===== config.mk =====
export PLATFORM = sky130hd
export DESIGN_NAME = multicycle_ctrl_fsm
export DESIGN_NICKNAME = d
export VERILOG_FILES = /design/src/rtl/multicycle_ctrl_fsm.sv
export SDC_FILE = /design/constraint.sdc
export NUM_CORES = 1
export LEC_CHECK = 0
export BUFFER_PORTS_ARGS = -buffer_cell sky130_fd_sc_hd__buf_2
export CORE_UTILIZATION = 46
export CTS_CLUSTER_DIAMETER = 120
export DETAILED_ROUTE_END_ITERATION = 6
export GPL_TIMING_DRIVEN = 1
export PLACE_DENSITY = 0.84
export SLEW_MARGIN = 20
export SYNTH_ARGS = -nofsm -noshare
export SYNTH_HDL_FRONTEND = slang
export SYNTH_SLANG_ARGS = --single-unit

===== constraint.sdc =====
create_clock -name clk -period 3.8 [get_ports clk]
set_clock_uncertainty 0.05 [all_clocks]
set_input_delay 0.38 -clock clk [delete_from_list [all_inputs] [get_ports clk]]
set_output_delay 0.38 -clock clk [all_outputs]
set_load 0.02 [all_outputs]

===== src/rtl/multicycle_ctrl_fsm.sv =====
// Multi-cycle RV32I control sequencer for a core with a shared instruction/data
// memory port. Walks one instruction through fetch, decode, execute, memory and
// writeback, driving datapath selects, write enables and ALUControl each cycle.
module multicycle_ctrl_fsm #(
  parameter int ALUCTL_W = 4,
  parameter int STATE_W  = 4
) (
  input  logic                clk,
  input  logic                rst_n,
  input  logic [6:0]          Op,
  input  logic [2:0]          funct3,
  input  logic [6:0]          funct7,
  input  logic                Zero,
  input  logic                mem_ready,
  output logic                PCWrite,
  output logic                AdrSrc,
  output logic                IRWrite,
  output logic                MemWrite,
  output logic                RegWrite,
  output logic [1:0]          ResultSrc,
  output logic [1:0]          ALUSrcA,
  output logic [1:0]          ALUSrcB,
  output logic [1:0]          ImmSrc,
  output logic [ALUCTL_W-1:0] ALUControl,
  output logic                instr_done,
  output logic                illegal,
  output logic [STATE_W-1:0]  dbg_state
);

  typedef enum logic [STATE_W-1:0] {
    S_FETCH,
    S_DECODE,
    S_MEMADR,
    S_MEMREAD,
    S_MEMWB,
    S_MEMWRITE,
    S_EXECR,
    S_EXECI,
    S_ALUWB,
    S_BRANCH,
    S_JAL,
    S_TRAP
  } state_t;

  localparam logic [6:0] OP_LOAD   = 7'b0000011;
  localparam logic [6:0] OP_STORE  = 7'b0100011;
  localparam logic [6:0] OP_RTYPE  = 7'b0110011;
  localparam logic [6:0] OP_ITYPE  = 7'b0010011;
  localparam logic [6:0] OP_BRANCH = 7'b1100011;
  localparam logic [6:0] OP_JAL    = 7'b1101111;

  localparam logic [ALUCTL_W-1:0] ALU_ADD  = ALUCTL_W'(4'b0000);
  localparam logic [ALUCTL_W-1:0] ALU_SUB  = ALUCTL_W'(4'b0001);
  localparam logic [ALUCTL_W-1:0] ALU_AND  = ALUCTL_W'(4'b0010);
  localparam logic [ALUCTL_W-1:0] ALU_OR   = ALUCTL_W'(4'b0011);
  localparam logic [ALUCTL_W-1:0] ALU_XOR  = ALUCTL_W'(4'b0100);
  localparam logic [ALUCTL_W-1:0] ALU_SLT  = ALUCTL_W'(4'b0101);
  localparam logic [ALUCTL_W-1:0] ALU_SLL  = ALUCTL_W'(4'b0110);
  localparam logic [ALUCTL_W-1:0] ALU_SRL  = ALUCTL_W'(4'b0111);
  localparam logic [ALUCTL_W-1:0] ALU_SRA  = ALUCTL_W'(4'b1000);
  localparam logic [ALUCTL_W-1:0] ALU_SLTU = ALUCTL_W'(4'b1001);

  state_t              state;
  state_t              state_next;
  logic                retire;
  logic [ALUCTL_W-1:0] alu_op;
  logic                is_rtype;
  logic                unused_funct7_bits;

  assign is_rtype           = (Op == OP_RTYPE);
  assign dbg_state          = state;
  assign unused_funct7_bits = ^{funct7[6], funct7[4:0]};

  // ALU operation decode from funct3/funct7 for R-type and I-type ALU ops
  always_comb begin
    alu_op = ALU_ADD;
    unique case (funct3)
      3'b000:  alu_op = (is_rtype && funct7[5]) ? ALU_SUB : ALU_ADD;
      3'b001:  alu_op = ALU_SLL;
      3'b010:  alu_op = ALU_SLT;
      3'b011:  alu_op = ALU_SLTU;
      3'b100:  alu_op = ALU_XOR;
      3'b101:  alu_op = funct7[5] ? ALU_SRA : ALU_SRL;
      3'b110:  alu_op = ALU_OR;
      3'b111:  alu_op = ALU_AND;
      default: alu_op = ALU_ADD;
    endcase
  end

  // Next-state and per-state datapath controls
  always_comb begin
    state_next = state;
    PCWrite    = 1'b0;
    AdrSrc     = 1'b0;
    IRWrite    = 1'b0;
    MemWrite   = 1'b0;
    RegWrite   = 1'b0;
    ResultSrc  = 2'b00;
    ALUSrcA    = 2'b00;
    ALUSrcB    = 2'b00;
    ImmSrc     = 2'b00;
    ALUControl = ALU_ADD;
    retire     = 1'b0;

    unique case (state)
      S_FETCH: begin
        // PC+4 goes straight back to the PC through the ALU result path
        AdrSrc    = 1'b0;
        ALUSrcA   = 2'b00;
        ALUSrcB   = 2'b10;
        ResultSrc = 2'b10;
        IRWrite   = mem_ready;
        PCWrite   = mem_ready;
        if (mem_ready) state_next = S_DECODE;
      end

      S_DECODE: begin
        // OldPC + imm lands in ALUOut so a taken branch can use it later
        ALUSrcA = 2'b01;
        ALUSrcB = 2'b01;
        unique case (Op)
          OP_LOAD: begin
            ImmSrc     = 2'b00;
            state_next = S_MEMADR;
          end
          OP_STORE: begin
            ImmSrc     = 2'b01;
            state_next = S_MEMADR;
          end
          OP_RTYPE:  state_next = S_EXECR;
          OP_ITYPE:  state_next = S_EXECI;
          OP_BRANCH: begin
            ImmSrc     = 2'b10;
            state_next = S_BRANCH;
          end
          OP_JAL: begin
            ImmSrc     = 2'b11;
            state_next = S_JAL;
          end
          default:   state_next = S_TRAP;
        endcase
      end

      S_MEMADR: begin
        ALUSrcA = 2'b10;
        ALUSrcB = 2'b01;
        if (Op == OP_STORE) begin
          ImmSrc     = 2'b01;
          state_next = S_MEMWRITE;
        end else begin
          ImmSrc     = 2'b00;
          state_next = S_MEMREAD;
        end
      end

      S_MEMREAD: begin
        AdrSrc = 1'b1;
        if (mem_ready) state_next = S_MEMWB;
      end

      S_MEMWB: begin
        ResultSrc  = 2'b01;
        RegWrite   = 1'b1;
        retire     = 1'b1;
        state_next = S_FETCH;
      end

      S_MEMWRITE: begin
        // Strobe held until the shared port accepts the write
        AdrSrc   = 1'b1;
        MemWrite = 1'b1;
        if (mem_ready) begin
          retire     = 1'b1;
          state_next = S_FETCH;
        end
      end

      S_EXECR: begin
        ALUSrcA    = 2'b10;
        ALUSrcB    = 2'b00;
        ALUControl = alu_op;
        state_next = S_ALUWB;
      end

      S_EXECI: begin
        ALUSrcA    = 2'b10;
        ALUSrcB    = 2'b01;
        ImmSrc     = 2'b00;
        ALUControl = alu_op;
        state_next = S_ALUWB;
      end

      S_ALUWB: begin
        ResultSrc  = 2'b00;
        RegWrite   = 1'b1;
        retire     = 1'b1;
        state_next = S_FETCH;
      end

      S_BRANCH: begin
        // rs1-rs2 sets Zero; bne is beq with the sense flipped by funct3[0]
        ALUSrcA    = 2'b10;
        ALUSrcB    = 2'b00;
        ALUControl = ALU_SUB;
        ResultSrc  = 2'b00;
        if (funct3[2:1] == 2'b00) begin
          PCWrite    = Zero ^ funct3[0];
          retire     = 1'b1;
          state_next = S_FETCH;
        end else begin
          state_next = S_TRAP;
        end
      end

      S_JAL: begin
        // Jump target already in ALUOut; compute OldPC+4 for the link write
        ALUSrcA    = 2'b01;
        ALUSrcB    = 2'b10;
        ResultSrc  = 2'b00;
        PCWrite    = 1'b1;
        state_next = S_ALUWB;
      end

      S_TRAP: state_next = S_TRAP;

      default: state_next = S_FETCH;
    endcase
  end

  // State register, retire pulse and sticky illegal flag
  always_ff @(posedge clk or negedge rst_n) begin
    if (!rst_n) begin
      state      <= S_FETCH;
      instr_done <= 1'b0;
      illegal    <= 1'b0;
    end else begin
      state      <= state_next;
      instr_done <= retire;
      illegal    <= illegal | (state_next == S_TRAP);
    end
  end

endmodule


==> flow_metrics.env, run 1 <==
export IMPL_slew_headroom_pct=60.0
export IMPL_ys_ff_latch=6
export IMPL_slew_viol_final=0
export IMPL_synthAdderAreaFrac_pct=0
export IMPL_hold_viol=0
export IMPL_rows=14
export IMPL_synthDistinctLibCells=42
export IMPL_postRouteAntennaNets=0
export IMPL_wire_per_inst_um=12.7
export IMPL_async_flop_share_pct=100
export IMPL_grt_overflow_total=0
export IMPL_htree_levels=1
export IMPL_core_area_um2=1510
export IMPL_rsz0062_at_grt="false"
export IMPL_synth_area_mux_share_pct=1.34
export IMPL_synth_top_family_by_area="simple AND/OR/NAND/NOR gates"
export IMPL_drc=0
export IMPL_grt_pass1_vias=744
export IMPL_max_stage_delay_ns=0.57
export IMPL_clk_pin_slew_worst_paths_ns=0.04
export IMPL_avgSynthCellArea_um2=7.25
export IMPL_vias=893
export IMPL_fin_nets=159
export IMPL_numCtsBuffers=3
export IMPL_status="finished clean"
export IMPL_critPathLaunchType="flip-flop"
export IMPL_yosysSeqAreaShare_pct=20.1
export IMPL_ff_latch_area_um2=150
export IMPL_tns_ns=0
export IMPL_start_util_pct=49.6
export IMPL_synthXorXnorAreaFrac_pct=3.52
export IMPL_num_antenna_cells=0
export IMPL_power_density_nw_per_um2=740
export IMPL_arrival_ns=2.06
export IMPL_worstSetupPathType="flip-flop to primary output"
export IMPL_fmax_mhz=402
export IMPL_portBuffers=37
export IMPL_grt_usage_pct=22.5
export IMPL_insertion_delay_ns=0.24
export IMPL_synth_compound_area_share_pct=28.8
export IMPL_die_area_um2=1790
export IMPL_critPathMaxFanout=14
export IMPL_ys_flop_type="dfrtp_1"
export IMPL_power_leakage_nw=0.442
export IMPL_cts_tree="done"
export IMPL_area_delta_synth_final_pct=25.8
export IMPL_synth_cells=103
export IMPL_place_hpwl_um=1470
export IMPL_period_needed_ns=2.49
export IMPL_period_share_pct=65.4
export IMPL_syn_nets=124
export IMPL_cts_root_buffer="clkbuf_4"
export IMPL_path_cells="nor2b_1, nand2_1, or3_1, o32ai_1, buf_2"
export IMPL_wirelength_um=1940
export IMPL_postCtsSetupBuffers=0
export IMPL_rrSetupSlack_ns=1.75
export IMPL_ctsResizeCount=0
export IMPL_synth_edf_count=0
export IMPL_grt_pass1_wl_um=3150
export IMPL_cts_buffer_depth=2
export IMPL_drive_gt1_share_pct=33.1
export IMPL_setup_violations=0
export IMPL_dr_pass1_iters=4
export IMPL_vdd_drop_max_v=0.000467
export IMPL_ys_warnings_count=0
export IMPL_critPathBufInv=1
export IMPL_cts_sinks=6
export IMPL_die_w_um=42.3
export IMPL_num_io_pins=44
export IMPL_antenna_found_initial=0
export IMPL_critPathTopFamily="simple AND/OR/NAND/NOR gates"
export IMPL_cp_slowest_cell="dfrtp_1"
export IMPL_worst_pin_slew_ns=0.600
export IMPL_multi_input_area_um2=544
export IMPL_cp_required_ns=3.37
export IMPL_cts_hold_fix_buffers=1
export IMPL_synth_simple_area_share_pct=39.2
export IMPL_gp_congestion=0.790
export IMPL_fillCellCount=143
export IMPL_hold_class="flip-flop to flip-flop"
export IMPL_syn_cell_area_um2=747
export IMPL_max_cap_violations=0
export IMPL_post_place_cells=148
export IMPL_grt_max_degree=20
export IMPL_viasPerCell=5.88
export IMPL_fin_cells=152
export IMPL_crit_path_end_kind="primary output"
export IMPL_drt_iter0_drc=30
export IMPL_die_y_um=42.3
==> stage by stage <==
step	cell area [um2]	util, %	worst slack [ns]	hold slack [ns]	power, W
global route	940	62.4	1.13	0.442	0.000753
detailed placement	907	60.2	1.58	0.158	0.000636
global placement	907	60.2	1.66	0.152	0.000621
CTS	940	62.4	1.30	0.409	0.000698
finish	940	62.4	1.31	0.418	0.000695
floorplan	747	-	1.48	0.0344	0.000517
==> final timing paths <==
| check | start | endpoint | cells after the start |
|---|---|---|---|
| hold / removal | illegal | illegal | 1 |
| hold reg to reg | illegal | illegal | 1 |
| min in group asynchronous | rst_n | dbg_state[0] | 2 |
| setup reg to reg | dbg_state[1] | illegal | 5 |
| setup / recovery | dbg_state[3] | PCWrite | 5 |
| max in group asynchronous | rst_n | dbg_state[1] | 2 |
==> where the power goes <==
part / leakage, nW / total (W) / switching, W / internal [W]
Sequential: 0.0722 / 0.000170 / 0.0000825 / 0.0000877
Clock: 0.0138 / 0.0000576 / 0.0000220 / 0.0000357
Combinational: 0.356 / 0.000467 / 0.000280 / 0.000188
Total: 0.442 / 0.000695 / 0.000384 / 0.000311
==> synth_stat cells, types with 2 or more instances <==
master    instances  area, um2
a211oi_1          3       22.5
a21oi_1           6       30.0
buf_2             3       15.0
clkbuf_1          3       11.3
dfrtp_1           6        150
inv_1             2       7.51
nand2_1          13       48.8
nand2b_1          3       18.8
nand3_1           2       10.0
nor2_1           15       56.3
nor2b_1           5       31.3
nor3_1            6       30.0
nor3b_1           2       15.0
o21a_1            2       15.0
o21ai_0           2       10.0
o22ai_1           2       12.5
or3_1             2       12.5
xnor2_1           2       17.5
==> cell type report <==
class	count	share of cell area, %
clock buffer	3	2.40
timing repair buffer	38	20.8
inverter	2	0.799
sequential	6	16.0
tap	16	2.13
multi-input combinational	87	57.9
==> sequential cells by signal (all words and copies together), names as in the netlist <==
name,count
illegal,1
dbg_state,4
instr_done,1
==> layer usage <==
layer / vias to the layer above / GRT usage (%) / wire length (um)
met3: 6 / 4.31 / 97
met2: 36 / 36.6 / 933
li1: 450 / - / -
met4: 0 / 11.3 / 51
met1: 401 / 28.2 / 853
met5: - / 0 / 0
==> cell families after synthesis <==
logic type | count (synthesis)
AND/OR/NAND/NOR | 56
AO/OA/AOI/OAI | 27
buffers and inverters | 10
flip-flops | 6
XOR/XNOR | 3
multiplexers | 1
==> layout by cell type (no fill, tap or decap), drive strengths merged, types with 2 or more instances in the layout <==
cell type  synthesis  final
o21a               2      2
nor2              15     15
nand3              2      2
o21ai              3      3
inv                2      2
nand2b             3      3
clkbuf             3      3
dfrtp              6      6
nor3b              2      2
nor2b              5      5
o22ai              2      2
buf                5     37
or3                2      2
a211oi             3      3
nand2             13     13
nor3               6      6
a21oi              6      6
xnor2              2      2
Note: power is estimated with default switching activity, not from simulation.
==> run 2, diff against run 1 <==
ABC_AREA = 1   (was default)
CORE_UTILIZATION = 38   (was 46)
PLACE_DENSITY = 0.75   (was 0.84)
clock period = 2.1 ns   (was 3.8 ns; I/O delays follow)
==> flow_metrics.env, run 2 <==
export IMPL_cts_buffer_depth=2
export IMPL_ys_flop_type="dfrtp_1"
export IMPL_drive_gt1_share_pct=30.2
export IMPL_synthDistinctLibCells=22
export IMPL_grt_overflow_total=0
export IMPL_clk_pin_slew_worst_paths_ns=0.04
export IMPL_arrival_ns=1.67
export IMPL_clkPwrFrac_pct=8.6
export IMPL_cellInternalPower_w=0.000499
export IMPL_fin_nets=192
export IMPL_ys_warnings_count=0
export IMPL_cp_required_ns=1.84
export IMPL_synth_most_common_cell="nand2_1"
export IMPL_synth_edf_count=0
export IMPL_p_sw_w=0.000697
export IMPL_critPathTopFamily="flip-flops"
export IMPL_gp_congestion=0.871
export IMPL_ys_ff_latch=6
export IMPL_yosysSeqAreaShare_pct=21.4
export IMPL_hold_class="input pin to flip-flop"
export IMPL_status="finished clean"
export IMPL_critPathMaxFanout=5
export IMPL_worstSetupPathType="flip-flop to primary output"
export IMPL_core_area_um2=1730
export IMPL_p_seq_share_pct=18.8
export IMPL_die_y_um=45.0
export IMPL_period_share_pct=92.0
export IMPL_num_antenna_cells=0
export IMPL_critPathLaunchType="flip-flop"
export IMPL_insertion_delay_ns=0.24
export IMPL_syn_nets=149
export IMPL_crit_path_end_kind="primary output"
export IMPL_grt_pass1_vias=822
export IMPL_cts_sinks=6
export IMPL_htree_levels=1
export IMPL_period_needed_ns=1.93
export IMPL_max_cap_violations=0
export IMPL_synth_area_leaders="dfrtp_1, nand2_1, inv_1"
export IMPL_dr_pass1_iters=4
export IMPL_finish_utilization_pct=55.1
export IMPL_cp_slowest_cell="dfrtp_1"
export IMPL_num_io_pins=44
export IMPL_postRouteAntennaNets=0
export IMPL_power_leakage_nw=0.605
export IMPL_grt_usage_pct=22.0
export IMPL_grt_pass1_wl_um=3340
export IMPL_path_cells="nor2_2, inv_2, nor3_1, inv_1, a22oi_1, buf_2"
export IMPL_area_delta_synth_final_pct=35.4
export IMPL_slew_headroom_pct=67.8
export IMPL_slew_viol_final=0
export IMPL_synth_area_leader_cell="dfrtp_1"
export IMPL_max_stage_delay_ns=0.43
export IMPL_syn_cell_area_um2=703
export IMPL_place_hpwl_um=1700
export IMPL_drt_iter0_drc=30
export IMPL_start_util_pct=40.7
export IMPL_cts_hold_fix_buffers=1
export IMPL_antenna_found_initial=0
export IMPL_setup_violations=0
export IMPL_vdd_drop_max_v=0.000790
export IMPL_viasPerCell=4.82
export IMPL_numCtsBuffers=3
export IMPL_postCtsSetupBuffers=0
export IMPL_critPathBufInv=3
export IMPL_vias=935
export IMPL_die_w_um=45.0
export IMPL_rows=15
export IMPL_layout_common_cells="buf_2, nand2_1, inv_1, nor2_1, o21ai_0"
export IMPL_cts_root_buffer="clkbuf_4"
export IMPL_cp_startpoint="dbg_state[2]"
export IMPL_wirelength_um=2010
export IMPL_stdcell_area_um2=952
export IMPL_tns_ns=0
export IMPL_async_flop_share_pct=100
export IMPL_portBuffers=37
export IMPL_fmax_mhz=518
export IMPL_wire_per_inst_um=10.4
export IMPL_largest_reg_flops=4
export IMPL_switching_share_pct=58.3
export IMPL_power_density_nw_per_um2=1260
export IMPL_ys_top_cells_by_count="nand2_1, inv_1, nor2_1"
export IMPL_grt_max_degree=8
export IMPL_synth_top_area_share_pct=21.4
export IMPL_cts_tree="done"
export IMPL_rsz0062_at_grt="false"
export IMPL_hold_viol=0
export IMPL_final_common_cell="buf_2"
export IMPL_p_comb_share_pct=72.7
export IMPL_placed_area_um2=920
export IMPL_worstHoldStart="mem_ready"
export IMPL_worst_pin_slew_ns=0.479
export IMPL_ctsResizeCount=0
export IMPL_synth_cells=128
export IMPL_avgSynthCellArea_um2=5.49
export IMPL_die_area_um2=2030
export IMPL_drc=0
export IMPL_reg2reg_from="dbg_state[2]"
## run 2: changes by cell type in the layout (fill, tap and decap cells not counted), moves of 4 or more
cell and change:
inv_1 +21, nand2_1 +17, nor2_1 +8, o21ai_0 +7, nand3_1 +6, nor2b_1 -5
inv_2 +4, nand2_2 +4
## run 2: power by group through the flow
stage / sequential (W) / combinational [W] / clock, W
after CTS: 0.000224 / 0.000862 / 0.000105
after detailed placement: 0.000225 / 0.000857 / 0
after floorplan: 0.000269 / 0.000557 / 0
final: 0.000225 / 0.000869 / 0.000102
after global placement: 0.000224 / 0.000850 / 0
after global routing: 0.000233 / 0.000947 / 0.000115
## run 2: worst paths after layout
check | end | slack (ns) | depth (start not counted)
worst max register to register | illegal | 0.68 | 9
max in group asynchronous | illegal | 1.57 | 2
worst min register to register | illegal | 0.44 | 2
worst max-delay path | ImmSrc[0] | 0.17 | 6
min in group asynchronous | dbg_state[3] | 0.29 | 2
worst min-delay path | instr_done | 0.22 | 2
## run 2: cells by family (layout without fill, tap and decap cells)
kind of cell / count (synthesis) / after routing / share of synthesized area, %
simple gates: 73 / 73 / 45.6
compound gates: 20 / 20 / 16.9
buf+inv: 28 / 69 / 14.9
xor+xnor: 1 / 1 / 1.25
flops: 6 / 6 / 21.4
## run 2: worst reg2reg max path: stages (launching register included)
cell and delay, ns:
dfrtp_1 0.43, nor2_2 0.20, inv_2 0.09, nor2_4 0.15, nand2_2 0.09, nor2_1 0.09, nor2_1 0.06, nand2_2 0.07
nand3_1 0.06, nand2_1 0.08
## run 2: layer usage
metal  track usage [%]  part of all wire, %  up-vias
li1                  -                    -      490
met1              28.5                   45      401
met2              37.1                   48       42
met3              4.00                  5.8        2
met4              6.67                 0.94        0
met5                 0                    0        -
## run 2: layout make-up
class / count / area (um2)
Clock buffer: 3 / 22.5
Fill cell: 199 / 774
Inverter: 28 / 105
Multi-Input combinational cell: 94 / 448
Sequential cell: 6 / 150
Tap cell: 25 / 31.3
Timing Repair Buffer: 38 / 195
## run 2: per-stage QoR
stage	hold slack, ns	setup slack, ns	instances	power (W)
floorplan	-0.136	0.0795	128	0.000826
global placement	-0.0173	0.462	190	0.00107
detailed placement	-0.0115	0.465	190	0.00108
CTS	0.212	0.199	194	0.00119
global route	0.213	0.0585	194	0.00130
finish	0.224	0.168	194	0.00120
==> run 3, diff against run 2 <==
CELL_PAD_IN_SITES_DETAIL_PLACEMENT = 0   (was default)
CELL_PAD_IN_SITES_GLOBAL_PLACEMENT = 1   (was default)
CORE_UTILIZATION = 23   (was 38)
PLACE_DENSITY = default   (was 0.75)
PLACE_DENSITY_LB_ADDON = 0.1   (was default)
==> flow_metrics.env, run 3 (same netlist as run 2, synthesis figures left out) <==
export IMPL_status="finished with violations"
export IMPL_violations="DRC"
export IMPL_htree_levels=1
export IMPL_die_area_um2=3280
export IMPL_max_stage_delay_ns=0.42
export IMPL_reg2reg_from="dbg_state[3]"
export IMPL_slew_headroom_pct=69.9
export IMPL_rsz0062_at_grt="false"
export IMPL_power_density_nw_per_um2=1250
export IMPL_place_hpwl_um=1840
export IMPL_power_leakage_nw=0.605
export IMPL_num_antenna_cells=0
export IMPL_rrSetupSlack_ns=0.70
export IMPL_r2r_end="instr_done"
export IMPL_layout_common_cells="buf_2, nand2_1, inv_1, nor2_1, o21ai_0"
export IMPL_met2_length_um=943
export IMPL_wl_met3_um=97
export IMPL_portBuffers=37
export IMPL_postRouteAntennaNets=0
export IMPL_fmax_mhz=534
export IMPL_crit_path_end_kind="primary output"
export IMPL_cts_buffer_depth=2
export IMPL_met1Wirelength_um=1050
export IMPL_arrival_ns=1.61
export IMPL_cts_tree="done"
export IMPL_wirelength_um=2090
export IMPL_hold_depth=2
export IMPL_die_y_um=57.3
export IMPL_hold_viol=0
export IMPL_pre_cts_slack_ns=0.472
export IMPL_grt_pass1_wl_um=3290
export IMPL_cp_required_ns=1.84
export IMPL_vias=898
export IMPL_worstSetupPathType="flip-flop to primary output"
export IMPL_gp_congestion=0.809
export IMPL_ff_latch_area_um2=150
export IMPL_grt_max_degree=8
export IMPL_path_cells="nor2_2, inv_2, nor3_1, inv_1, a22oi_1, buf_2"
export IMPL_num_io_pins=44
export IMPL_drive_gt1_share_pct=30.2
export IMPL_drt_iter0_drc=19
export IMPL_cts_root_buffer="clkbuf_4"
export IMPL_multi_input_area_um2=448
export IMPL_antenna_found_initial=0
export IMPL_rr_worst_depth=6
export IMPL_cts_sinks=6
export IMPL_dr_pass1_iters=6
export IMPL_final_common_cell="buf_2"
export IMPL_grt_pass1_vias=779
export IMPL_hold_end="instr_done"
export IMPL_viasPerCell=4.49
export IMPL_start_util_pct=24.9
export IMPL_critPathMaxFanout=5
export IMPL_hold_class="input pin to flip-flop"
export IMPL_ctsResizeCount=0
export IMPL_grt_usage_pct=12.4
export IMPL_worst_pin_slew_ns=0.447
export IMPL_clk_pin_slew_worst_paths_ns=0.04
export IMPL_cp_slowest_cell="dfrtp_1"
export IMPL_insertion_delay_ns=0.24
export IMPL_core_area_um2=2830
export IMPL_fin_nets=192
export IMPL_drc=2
export IMPL_period_needed_ns=1.87
export IMPL_critPathLaunchType="flip-flop"
export IMPL_numCtsBuffers=3
export IMPL_topRoutingLayerUsed="met3"
export IMPL_die_w_um=57.3
export IMPL_slew_viol_final=0
export IMPL_fin_ws_ns=0.227
export IMPL_rows=19
export IMPL_area_delta_synth_final_pct=36.5
export IMPL_setup_violations=0
export IMPL_largest_reg_flops=4
export IMPL_grt_overflow_total=0
export IMPL_p_total_w=0.00120
export IMPL_worstHoldStart="mem_ready"
export IMPL_vdd_drop_max_v=0.000378
export IMPL_max_cap_violations=0
export IMPL_fillCellCount=334
export IMPL_wire_per_inst_um=10.5
export IMPL_tns_ns=0
export IMPL_period_share_pct=89.2
export IMPL_postCtsSetupBuffers=0
-- run 3: cell counts in the layout (fill, tap and decap cells not counted) --
Identical to the previous run, type by type.
-- run 3: metal layers --
layer | GRT usage [%] | vias up
li1 | - | 485
met4 | 1.05 | 0
met1 | 17.9 | 391
met5 | 0 | -
met2 | 20.8 | 22
met3 | 1.36 | 0
-- run 3: worst max-delay path: cells and delay by family (launching register included) --
family | cells | cell delay, ns
AOI/OAI and AO/OA | 1 | 0.15
and+or+nand+nor | 2 | 0.39
DFF | 1 | 0.42
buffers and inverters | 3 | 0.43
-- run 3: timing repair --
item / 4_1_cts / 5_1_grt
endpoints found under the hold margin: 6 / 0
hold buffers: 1 / 0
endpoints found under the setup margin: 0 / 0
-- run 3: layout make-up --
| type | count | share of cell area, % |
|---|---|---|
| multi-input combinational | 94 | 46.7 |
| inverter | 28 | 11.0 |
| timing repair buffer | 38 | 20.3 |
| sequential | 6 | 15.6 |
| tap | 31 | 4.04 |
| clock buffer | 3 | 2.35 |
-- run 3: worst max path at each step --
stage | start | endpoint | cells past startpoint
after CTS | dbg_state[2] | ImmSrc[0] | 6
after global routing | dbg_state[1] | PCWrite | 8
after detailed placement | dbg_state[1] | PCWrite | 8
after global placement | dbg_state[2] | ImmSrc[0] | 6
final | dbg_state[2] | ImmSrc[0] | 6
after floorplan | dbg_state[2] | PCWrite | 7
-- run 3: report_power, final --
| group | leakage [nW] | internal [W] | total (W) | switching [W] |
|---|---|---|---|---|
| Sequential | 0.0724 | 0.000161 | 0.000225 | 0.0000642 |
| Clock | 0.0138 | 0.0000645 | 0.000104 | 0.0000391 |
| Combinational | 0.519 | 0.000274 | 0.000871 | 0.000597 |
| Total | 0.605 | 0.000499 | 0.00120 | 0.000700 |
-- run 3: per-stage QoR --
step	area [um2]	utilization, %	hold WS [ns]	std cells
2_1_floorplan	703	-	-0.136	128
3_3_place_gp	927	32.8	-0.0132	196
3_5_place_dp	927	32.8	-0.0116	196
4_1_cts	960	33.9	0.213	200
5_1_grt	960	33.9	0.223	200
6_report	960	33.9	0.211	200
